`config.mk`:
```
export PLATFORM = sky130hd
export DESIGN_NAME = dff_pipe
export DESIGN_NICKNAME = d
export VERILOG_FILES = /design/src/rtl/dff_pipe.sv
export SDC_FILE = /design/constraint.sdc
export NUM_CORES = 1
export LEC_CHECK = 0
export CAP_MARGIN = 25
export CELL_PAD_IN_SITES_DETAIL_PLACEMENT = 1
export CELL_PAD_IN_SITES_GLOBAL_PLACEMENT = 2
export CORE_MARGIN = 4
export CORE_UTILIZATION = 33
export CTS_CLUSTER_SIZE = 30
export DETAILED_ROUTE_END_ITERATION = 6
export GPL_ROUTABILITY_DRIVEN = 0
export PLACE_DENSITY = 0.75
export SKIP_CTS_REPAIR_TIMING = 1
export SYNTH_ARGS = -nofsm -noshare
export SYNTH_HDL_FRONTEND = slang
export SYNTH_SLANG_ARGS = --single-unit
```
`constraint.sdc`:
```
create_clock -name clock -period 1.4 [get_ports clock]
set_input_delay 0.14 -clock clock [delete_from_list [all_inputs] [get_ports clock]]
set_output_delay 0.14 -clock clock [all_outputs]
set_load 0.005 [all_outputs]
```
`src/rtl/dff_pipe.sv`:
```
// Elastic register pipeline: DEPTH stages of WIDTH bits with valid/ready on both sides and bubble collapse.
// Define DFF_PIPE_COUNT_EN to add the registered occupancy port `count`.
module dff_pipe #(
  parameter int WIDTH = 8,
  parameter int DEPTH = 3
) (
  input  logic                         clock,
  input  logic                         reset,
  input  logic                         clearb,
  input  logic                         in_valid,
  input  logic [WIDTH-1:0]             in_data,
  output logic                         in_ready,
  output logic                         out_valid,
  output logic [WIDTH-1:0]             out_data,
  input  logic                         out_ready
`ifdef DFF_PIPE_COUNT_EN
  ,
  output logic [$clog2(DEPTH+1)-1:0]   count
`endif
);

  logic [DEPTH-1:0] vld_p;
  logic [WIDTH-1:0] data_p [DEPTH];
  logic [DEPTH-1:0] adv;
  logic [DEPTH-1:0] src_v;
  logic [WIDTH-1:0] src_d  [DEPTH];

  // A stage may load when it is empty or when its successor moves on
  always_comb begin
    adv = '0;
    adv[DEPTH-1] = !vld_p[DEPTH-1] | out_ready;
    for (int i = DEPTH - 2; i >= 0; i--) begin
      adv[i] = !vld_p[i] | adv[i+1];
    end
  end

  always_comb begin
    src_v    = '0;
    src_v[0] = in_valid;
    src_d[0] = in_data;
    for (int i = 1; i < DEPTH; i++) begin
      src_v[i] = vld_p[i-1];
      src_d[i] = data_p[i-1];
    end
  end

  assign in_ready  = adv[0] & clearb;
  assign out_valid = vld_p[DEPTH-1];
  assign out_data  = data_p[DEPTH-1];

  // Stage registers: data only loads when the upstream word is valid
  always_ff @(posedge clock or posedge reset) begin
    if (reset) begin
      vld_p <= '0;
      for (int i = 0; i < DEPTH; i++) data_p[i] <= '0;
    end else if (!clearb) begin
      vld_p <= '0;
      for (int i = 0; i < DEPTH; i++) data_p[i] <= '0;
    end else begin
      for (int i = 0; i < DEPTH; i++) begin
        if (adv[i]) begin
          vld_p[i] <= src_v[i];
          if (src_v[i]) data_p[i] <= src_d[i];
        end
      end
    end
  end

`ifdef DFF_PIPE_COUNT_EN
  localparam int CNT_W = $clog2(DEPTH + 1);

  logic in_xfer;
  logic out_xfer;

  assign in_xfer  = in_valid & in_ready;
  assign out_xfer = out_valid & out_ready;

  // Occupancy tracks the popcount of vld_p through the same transfers
  always_ff @(posedge clock or posedge reset) begin
    if (reset) begin
      count <= '0;
    end else if (!clearb) begin
      count <= '0;
    end else if (in_xfer && !out_xfer) begin
      count <= count + CNT_W'(1);
    end else if (!in_xfer && out_xfer) begin
      count <= count - CNT_W'(1);
    end
  end
`endif

endmodule

```
==> results.sh <==
export IMPL_outcome="finished clean"
export IMPL_globalRouteTotalUtil_pct=10.7
export IMPL_antenna_left=0
export IMPL_vias=762
export IMPL_grt_pass1_wl_microns=3870
export IMPL_max_freq_mhz=728
export IMPL_grt_pass1_vias=833
export IMPL_worstPathArrival_ps=1230
export IMPL_drt_iter0_markers=16
export IMPL_relSlewSlack_pct=77.6
export IMPL_cts_root_buf="clkbuf_4"
export IMPL_fin_total_pwr_mw=1.29
export IMPL_critPathKind="reg2out"
export IMPL_tightest_slew_ps=336
export IMPL_leakage_nw=0.714
export IMPL_area_growth_pct=23.2
export IMPL_rsz0062_at_grt="true"
export IMPL_ys_seq_elements=27
export IMPL_wl_microns=2200
export IMPL_ys_warn_count=0
export IMPL_drive_above_1_share_pct=16.0
export IMPL_crit_required_ps=1260
export IMPL_ioPinCount=23
export IMPL_fin_crit_ps=1370
export IMPL_clockBufferDepth=2
export IMPL_portBuffers=22
export IMPL_gr_total_overflow=0
export IMPL_grt_max_degree=28
export IMPL_yosys_top_cells_area="dfrtp_1 57%, a22o_1 12%, buf_4 5.0%, a21oi_1 4.6%, nand3_1 3.4%"
export IMPL_wl_per_cell_microns=13.4
export IMPL_die_area_sq_mm=0.00463
export IMPL_numCtsBuffers=3
export IMPL_drc=0
export IMPL_drv_cap=0
export IMPL_power_density_mw_per_mm2=877
export IMPL_report_final_slew_viol_count=0
export IMPL_synth_top_cell_by_area="dfrtp_1"
export IMPL_antenna_found_initial=0
export IMPL_min_path_type="in2async"
export IMPL_end_kind="primary output"
export IMPL_layout_nets=133
export IMPL_finClkSkew_ps=2.96
export IMPL_drtPass1Iterations=3
export IMPL_syn_inst=97
export IMPL_clk_pin_slew_ps=140
export IMPL_hold_viol_final=0
export IMPL_final_core_util_pct=43.0
export IMPL_die_w_microns=68.1
export IMPL_die_h_microns=68.1
export IMPL_irDropWorstVdd_v=0.000362
export IMPL_cts_tree="done"
export IMPL_viasPerCell=4.62
export IMPL_ys_types=16
export IMPL_syn_nets=110
export IMPL_antenna_cells=0
export IMPL_synth_area_sq_mm=0.00119
export IMPL_fin_ws_ps=27.3
export IMPL_synth_top_area_share_pct=56.7
export IMPL_start_util_pct=34.9
export IMPL_setup_violations=0
export IMPL_finalCritPeriodShare_pct=98.1
export IMPL_clkSinkCount=27
export IMPL_h_tree_depth=1
export IMPL_cp_max_fo=2
export IMPL_avgSynthCellArea_sq_um=12.3
export IMPL_critPathLaunchType="flip-flop"
export IMPL_dp_hpwl_microns=1700
export IMPL_core_sq_mm=0.00342
export IMPL_seq_area_frac_synth_pct=56.7
export IMPL_dp_slack_ps=-197
export IMPL_insertion_delay_ps=310
export IMPL_core_rowCount=21
==> placed cells by master (no fill, tap or decap) <==
cell type        instances
nand3_1                  8
clkbuf_4                 3
clkdlybuf4s50_1         20
a22o_1                  16
inv_1                    5
a21oi_4                  2
and2_4                   1
o21ai_0                  8
nand4b_4                 1
clkbuf_1                 1
buf_4                    9
a21oi_1                 11
nor2b_1                  1
nand3b_4                 1
or2b_1                   1
dfrtp_1                 27
dlymetal6s2s_1           2
and3_4                   2
==> kinds of logic (layout without fill, tap and decap cells) <==
| kind of cell | count (synthesis) | count (layout) | synth area share (%) |
|---|---|---|---|
| simple gates | 15 | 15 | 10.7 |
| flops | 27 | 27 | 56.7 |
| compound gates | 37 | 37 | 22.5 |
| buf+inv | 18 | 40 | 10.1 |
==> worst max-delay path, stage by stage, from the launching register on <==
cell and delay (ps):
dfrtp_1 390, buf_4 130, nand4b_4 100, and2_4 160
dlymetal6s2s_1 140
==> cells in the mapped netlist <==
cell	n
dfrtp_1	27
a22o_1	16
a21oi_1	11
buf_4	8
nand3_1	8
o21ai_0	8
inv_1	5
buf_6	3
a21oi_4	2
and3_4	2
clkbuf_1	2
and2_2	1
nand3b_4	1
nand4b_4	1
nor2b_1	1
or2b_1	1
==> metal layers <==
metal  track usage [%]  vias to the layer above  part of all wire, %
li1                  -                      390                    -
met1              14.2                      353                   48
met2              17.8                       17                   47
met3              2.30                        2                  4.2
met4              2.23                        0                 0.36
met5                 0                        -                    0
==> stage by stage <==
stage | hold slack, ps | instance area [sq um] | setup TNS [ps] | instances
after global routing | 194 | 1470 | -54.8 | 165
after detailed placement | 494 | 1430 | -842 | 160
final | 162 | 1470 | 0 | 165
after floorplan | 193 | 1190 | 0 | 97
after CTS | 164 | 1450 | -428 | 164
after global placement | 490 | 1430 | -483 | 160
==> final timing paths <==
path,from,to,slack [ps],cells after the start
worst min register to register,data_p[17]$_DFFE_PP0P_,data_p[9]$_DFFE_PP0P_,520,1
max in group asynchronous,reset,out_data[5]$_DFFE_PP0P_,990,3
worst min-delay path,reset,data_p[23]$_DFFE_PP0P_,160,3
worst max register to register,vld_p[2]$_DFFE_PP0P_,data_p[20]$_DFFE_PP0P_,120,5
worst max-delay path,vld_p[2]$_DFFE_PP0P_,in_ready,30,4
min in group clock,in_data[5],data_p[21]$_DFFE_PP0P_,420,2
==> registers in the layout, indices dropped and copies added, names as in the netlist <==
| signal | cells |
|---|---|
| vld_p | 3 |
| out_data | 8 |
| data_p | 16 |
==> layout make-up <==
type                            instances  area (sq um)
Fill cell                             395          1950
Inverter                                5          18.8
Timing Repair Buffer                   31           293
Clock buffer                            4          26.3
Multi-Input combinational cell         52           397
Sequential cell                        27           676
Tap cell                               46          57.6
==> where the power goes <==
group          total [mW]  switching [mW]  leakage, nW  internal (mW)
logic               0.142          0.0662        0.330         0.0755
registers           0.819          0.0161        0.369          0.803
clock network       0.326           0.215       0.0150          0.111
Note: power is estimated with default switching activity, not from simulation.
